--- src/rtl/myip_v1_0.sv ---
`default_nettype none
// ============================================================================
//  Module      : myip_v1_0
//  Description : AXI4-Stream MLP coprocessor (7 features, 2 hidden, 1 output)
//                over a 64-row frame, computed with one sequential MAC.
//  Revision    : 1.0 - initial release
// ============================================================================
module myip_v1_0 #(
  parameter int NUM_ROWS = 64,
  parameter int NUM_FEAT = 7
) (
  input  logic        ACLK,
  input  logic        ARESETN,
  output logic        S_AXIS_TREADY,
  input  logic [31:0] S_AXIS_TDATA,
  input  logic        S_AXIS_TLAST,
  input  logic        S_AXIS_TVALID,
  output logic        M_AXIS_TVALID,
  output logic [31:0] M_AXIS_TDATA,
  output logic        M_AXIS_TLAST,
  input  logic        M_AXIS_TREADY
);

  localparam int c_num_hid       = 2;
  localparam int c_hw_base       = NUM_ROWS * NUM_FEAT;
  localparam int c_ow_base       = c_hw_base + c_num_hid * (NUM_FEAT + 1);
  localparam int c_num_in_words  = c_ow_base + c_num_hid + 1;
  localparam int c_num_out_words = 2 * NUM_ROWS;
  localparam int c_last_step     = 2 * NUM_FEAT + 1;
  localparam int IW              = $clog2(c_num_in_words);
  localparam int RW              = $clog2(NUM_ROWS);
  localparam int OW              = $clog2(c_num_out_words);
  localparam int SW              = $clog2(c_last_step + 1);

  typedef enum logic [1:0] {
    ST_READ    = 2'd0,
    ST_COMPUTE = 2'd1,
    ST_WRITE   = 2'd2
  } state_t;

  state_t          r_state, w_state_nxt;
  logic [7:0]      r_mem [c_num_in_words];
  logic [7:0]      r_y   [NUM_ROWS];
  logic [IW-1:0]   r_in_cnt;
  logic [RW-1:0]   r_row;
  logic [SW-1:0]   r_step;
  logic [19:0]     r_acc;
  logic [7:0]      r_h0, r_h1;
  logic [OW-1:0]   r_out_idx;
  logic            r_tvalid, r_tlast;
  logic [7:0]      r_tdata;

  logic            w_accept, w_last_in, w_mac_end, w_last_mac, w_out_hs, w_last_out;
  logic [SW-1:0]   w_k;
  logic [IW-1:0]   w_row_base, w_hw_off;
  logic            w_first;
  logic [7:0]      w_a, w_b, w_bias, w_sat, w_y_next, w_word_next, w_word_first;
  logic [15:0]     w_prod;
  logic [19:0]     w_sum;
  logic [OW-1:0]   w_next_idx;
  logic            w_unused;

  assign w_unused   = ^{S_AXIS_TDATA[31:8], S_AXIS_TLAST};
  assign w_accept   = S_AXIS_TVALID && (r_state == ST_READ);
  assign w_last_in  = w_accept && (r_in_cnt == IW'(c_num_in_words - 1));
  assign w_mac_end  = (r_state == ST_COMPUTE) && (r_step == SW'(c_last_step));
  assign w_last_mac = w_mac_end && (r_row == RW'(NUM_ROWS - 1));
  assign w_out_hs   = r_tvalid && M_AXIS_TREADY;
  assign w_last_out = w_out_hs && (r_out_idx == OW'(c_num_out_words - 1));

  always_ff @(posedge ACLK or negedge ARESETN) begin
    if (!ARESETN) r_state <= ST_READ;
    else          r_state <= w_state_nxt;
  end

  always_comb begin
    w_state_nxt   = r_state;
    S_AXIS_TREADY = 1'b0;
    case (r_state)
      ST_READ: begin
        S_AXIS_TREADY = 1'b1;
        if (w_last_in) w_state_nxt = ST_COMPUTE;
      end
      ST_COMPUTE: if (w_last_mac) w_state_nxt = ST_WRITE;
      ST_WRITE:   if (w_last_out) w_state_nxt = ST_READ;
      default:    w_state_nxt = ST_READ;
    endcase
  end

  // Per row: steps 0..13 are the two hidden dot products, 14..15 the output neuron.
  assign w_row_base = IW'(r_row) * IW'(NUM_FEAT);

  always_comb begin
    w_k      = '0;
    w_hw_off = '0;
    w_first  = 1'b0;
    w_a      = '0;
    w_b      = '0;
    w_bias   = '0;
    if (r_step < SW'(NUM_FEAT)) begin
      w_k     = r_step;
      w_first = (r_step == '0);
    end else if (r_step < SW'(2 * NUM_FEAT)) begin
      w_k      = r_step - SW'(NUM_FEAT);
      w_hw_off = IW'(NUM_FEAT + 1);
      w_first  = (r_step == SW'(NUM_FEAT));
    end
    if (r_step < SW'(2 * NUM_FEAT)) begin
      w_a    = r_mem[w_row_base + IW'(w_k)];
      w_b    = r_mem[IW'(c_hw_base) + w_hw_off + IW'(w_k) + IW'(1)];
      w_bias = r_mem[IW'(c_hw_base) + w_hw_off];
    end else if (r_step == SW'(2 * NUM_FEAT)) begin
      w_a     = r_h0;
      w_b     = r_mem[IW'(c_ow_base + 1)];
      w_bias  = r_mem[IW'(c_ow_base)];
      w_first = 1'b1;
    end else begin
      w_a = r_h1;
      w_b = r_mem[IW'(c_ow_base + 2)];
    end
  end

  assign w_prod = w_a * w_b;
  assign w_sum  = (w_first ? {4'd0, w_bias, 8'd0} : r_acc) + {4'd0, w_prod};
  assign w_sat  = (|w_sum[19:16]) ? 8'hFF : w_sum[15:8];

  // Odd output words carry the class flag (MSB of Y), even words carry Y itself.
  assign w_next_idx   = r_out_idx + OW'(1);
  assign w_y_next     = r_y[w_next_idx[OW-1:1]];
  assign w_word_next  = w_next_idx[0] ? {7'd0, w_y_next[7]} : w_y_next;
  assign w_word_first = r_y[0];

  always_ff @(posedge ACLK) begin
    if (w_accept)  r_mem[r_in_cnt] <= S_AXIS_TDATA[7:0];
    if (w_mac_end) r_y[r_row]      <= w_sat;
  end

  always_ff @(posedge ACLK or negedge ARESETN) begin
    if (!ARESETN) begin
      r_in_cnt  <= '0;
      r_row     <= '0;
      r_step    <= '0;
      r_acc     <= '0;
      r_h0      <= '0;
      r_h1      <= '0;
      r_out_idx <= '0;
      r_tvalid  <= 1'b0;
      r_tlast   <= 1'b0;
      r_tdata   <= '0;
    end else begin
      if (w_accept) r_in_cnt <= w_last_in ? '0 : r_in_cnt + IW'(1);
      if (r_state == ST_COMPUTE) begin
        r_acc <= w_sum;
        if (r_step == SW'(NUM_FEAT - 1))     r_h0 <= w_sat;
        if (r_step == SW'(2 * NUM_FEAT - 1)) r_h1 <= w_sat;
        if (w_mac_end) begin
          r_step <= '0;
          r_row  <= w_last_mac ? '0 : r_row + RW'(1);
        end else begin
          r_step <= r_step + SW'(1);
        end
      end
      if (w_last_mac) begin
        r_tvalid  <= 1'b1;
        r_tlast   <= 1'b0;
        r_tdata   <= w_word_first;
        r_out_idx <= '0;
      end else if (w_out_hs) begin
        if (w_last_out) begin
          r_tvalid  <= 1'b0;
          r_tlast   <= 1'b0;
          r_out_idx <= '0;
        end else begin
          r_out_idx <= w_next_idx;
          r_tdata   <= w_word_next;
          r_tlast   <= (w_next_idx == OW'(c_num_out_words - 1));
        end
      end
    end
  end

  assign M_AXIS_TVALID = r_tvalid;
  assign M_AXIS_TLAST  = r_tlast;
  assign M_AXIS_TDATA  = {24'd0, r_tdata};

endmodule
`default_nettype wire

--- config.mk ---
export PLATFORM = sky130hd
export DESIGN_NAME = myip_v1_0
export DESIGN_NICKNAME = d
export VERILOG_FILES = /design/src/rtl/myip_v1_0.sv
export SDC_FILE = /design/constraint.sdc
export NUM_CORES = 2
export LEC_CHECK = 0
export CAP_MARGIN = 20
export CORE_UTILIZATION = 57
export DETAILED_ROUTE_END_ITERATION = 8
export GPL_ROUTABILITY_DRIVEN = 0
export PLACE_DENSITY_LB_ADDON = 0.12
export RECOVER_POWER = 100
export SYNTH_ARGS = -nofsm -noshare
export SYNTH_HDL_FRONTEND = slang
export SYNTH_MEMORY_MAX_BITS = 65536
export SYNTH_SLANG_ARGS = --single-unit
--- constraint.sdc ---
create_clock -name ACLK -period 14 [get_ports ACLK]
set_clock_uncertainty 0.15 [all_clocks]
set_input_delay 2.1 -clock ACLK [delete_from_list [all_inputs] [get_ports ACLK]]
set_output_delay 2.1 -clock ACLK [all_outputs]
set_load 0.03 [all_outputs]
==> impl_metrics.ini <==
[outcome]
outcome = finished with violations
violations = DRC, capacitance limit, slew limit

[clocking]
cts_tree = done
ctsResizeCount = 0
cts_buffer_depth = 4
htreeDepth = 5
numCtsBuffers = 430
ctsHoldBuffers = 0
path_clk_slew_ns = 0.06
worstSkewPairLatency_ns = 0.97
cts.sinks = 4330
cts_setup_buffers = 0
clock-root-buffer = clkbuf_16

[critical_path]
slowest_stage = fa_4
critPathArrivalTime_ns = 13.81
required_ns = 14.38
critPathCaptureType = flip-flop
crit_path_start_kind = flip-flop
critPathLaunch = r_step[1]
crit_top_cell = ha_1
crit_family = adder cells
path_buf_inv = 7
reg2reg_from = r_step[1]
worstSetupPathType = flip-flop to flip-flop
cp_max_fo = 64
critical-path-max-stage-delay_ns = 1.36

[timing]
worst_slew_pin_slew_ns = 7.555
fin_tns_setup_ns = 0
period_share_pct = 95.98
setup_viol = 0
slew_headroom_pct = -403.7
rsz0062_at_grt = no
setup_slack_ns = 0.5635
hold_ws_ns = 0.3185
maxSlewViolCount = 4372
period_minus_slack_ns = 13.44
hold_viol = 0
fmax_mhz = 74.42

[hold_path]
hold_start = r_acc[0]
hold_path_class = flip-flop to flip-flop

[finish]
multiInputGateArea_mm2 = 0.04157
layout_common_cells = edfxtp_1, mux4_2, nor2_1
layout-drive-gt1-share_pct = 24.65
synthToLayoutAreaGrowth_pct = 10.78
fillers = 20157
nets = 8581
final_common_cell = edfxtp_1
seq_area_mm2 = 0.1297

[floorplanning]
coreArea_mm2 = 0.3035
initial_core_util_pct = 57.40
die_area_mm2 = 0.3079
ios = 72
dieHeight_um = 554.9
die_x_um = 554.9
num_rows = 202

[pwr]
ir_drop_mv = 0.1367
pwr_density_cell_mw_per_mm2 = 150.1
finalPower_mw = 28.98
power_leakage_nw = 59.93

[flow_run]
drv_cap = 63

[global_routing]
grt_max_degree = 153
antenna_found_initial = 20
grt_pass1_wl_um = 615500
grt_pass1_vias = 84547
overflow = 0
grt_usage_pct = 27.93

[detailed_routing]
vias = 84878
drt-wirelength-per-cell_um = 33.22
vias_per_cell = 6.604
drc = 1
ant_nets = 0
firstDrtPassIters = 8
dr.first_iter.drc_count = 11327
drt_wl_total_um = 427000

[placed_design]
dp_slack_ns = 0.7021
dpl.hpwl_um = 257700
io_buffers = 22

[synthesis]
synth_top_area_cell = edfxtp_1
syn_area_mm2 = 0.1742
synth_ff_type = edfxtp_1
netlist.area_leader.share_pct = 73.36
synth-edff-count = 4256
syn_inst = 8215
synthArstFlopShare_pct = 1.709
yosys_warnings = 0
seq_area_frac_synth_pct = 74.42
synth_seq_cells = 4330
ys_types = 88
synth.avg_cell_area_um2 = 21.21
synth.area.top_cells = edfxtp_1, mux4_2, nor2_1
Yosys cell counts (74+ instances only):
master    number
a21oi_1       86
buf_2        103
buf_4        108
clkbuf_1     191
dfrtp_1       74
edfxtp_1    4256
ha_1          77
inv_1        100
mux2i_1       78
mux4_2      1307
nand2_1      428
nand3_1       91
nor2_1       647
state kept, by name, indices dropped and copies added, names as in the netlist:
| name | cells |
|---|---|
| r_mem | 3744 |
| r_y | 512 |
| r_acc | 20 |
| r_in_cnt | 9 |
| r_h0 | 8 |
| r_h1 | 8 |
| r_tdata | 8 |
| r_out_idx | 7 |
| r_row | 6 |
| r_step | 4 |
| r_state | 2 |
| M_AXIS_TLAST | 1 |
| M_AXIS_TVALID | 1 |
through the flow:
stage | std cells | instance area (µm²) | util (%)
final | 12853 | 193000 | 63.58
after global routing | 12850 | 193000 | 63.58
after CTS | 12843 | 193400 | 63.72
after detailed placement | 12052 | 179200 | 59.03
after global placement | 12046 | 179100 | 59.01
after floorplan | 8238 | 174300 | -
cells by family (layout without fill, tap and decap cells):
group                    after synthesis  after routing  synth area share (%)
AO/OA/AOI/OAI                        345            345                 1.429
other                                  1             29              0.002152
buffers and inverters                601           1131                 1.879
AND/OR/NAND/NOR                     1362           1362                 3.314
multiplexers                        1402           1402                 17.54
flip-flops                          4330           4330                 74.42
adder cells (fa/ha/maj)              135            135                 1.219
XOR/XNOR                              39             39                0.1961
power by group:
| part | switching [mW] | total [mW] | internal, mW |
|---|---|---|---|
| clock | 4.88 | 11.7 | 6.81 |
| combinational | 1.75 | 2.48 | 0.730 |
| sequential | 0.0500 | 14.8 | 14.8 |
area by class of cell:
| type | instances | area share [%] |
|---|---|---|
| Antenna cell | 5 | 0.006483 |
| Clock buffer | 516 | 5.803 |
| Clock inverter | 275 | 1.575 |
| Inverter | 101 | 0.1964 |
| Multi-Input combinational cell | 3307 | 21.54 |
| Sequential cell | 4330 | 67.18 |
| Tap cell | 4080 | 2.645 |
| Timing Repair Buffer | 239 | 1.052 |
worst reg2reg max path: cells and delay by family, from the launching register on:
| family | cells | cell delay, ns |
|---|---|---|
| buf+inv | 7 | 1.91 |
| compound gates | 11 | 3.35 |
| mux | 2 | 1.06 |
| flops | 1 | 0.53 |
| fa+ha+maj | 10 | 4.25 |
| xor+xnor | 1 | 0.21 |
| simple gates | 5 | 1.51 |
path summary, 6_finish.rpt:
kind | to | slack [ns] | cells past startpoint
max in group asynchronous | r_in_cnt[0] | 8.24 | 2
worst max-delay path | r_y[9][3] | 0.56 | 36
worst min register to register | r_acc[0] | 0.32 | 2
worst max register to register | r_y[9][3] | 0.56 | 36
min in group asynchronous | r_acc[0] | 0.95 | 1
worst min-delay path | r_acc[0] | 0.32 | 2
per-layer routing:
layer	wire (µm)	vias up	global-route usage [%]
met4	13570	6	8.184
li1	-	34301	-
met1	170800	45609	41.27
met5	36	-	0
met2	205000	4345	43.82
met3	37640	617	4.389
(Power assumes the default switching activity.)
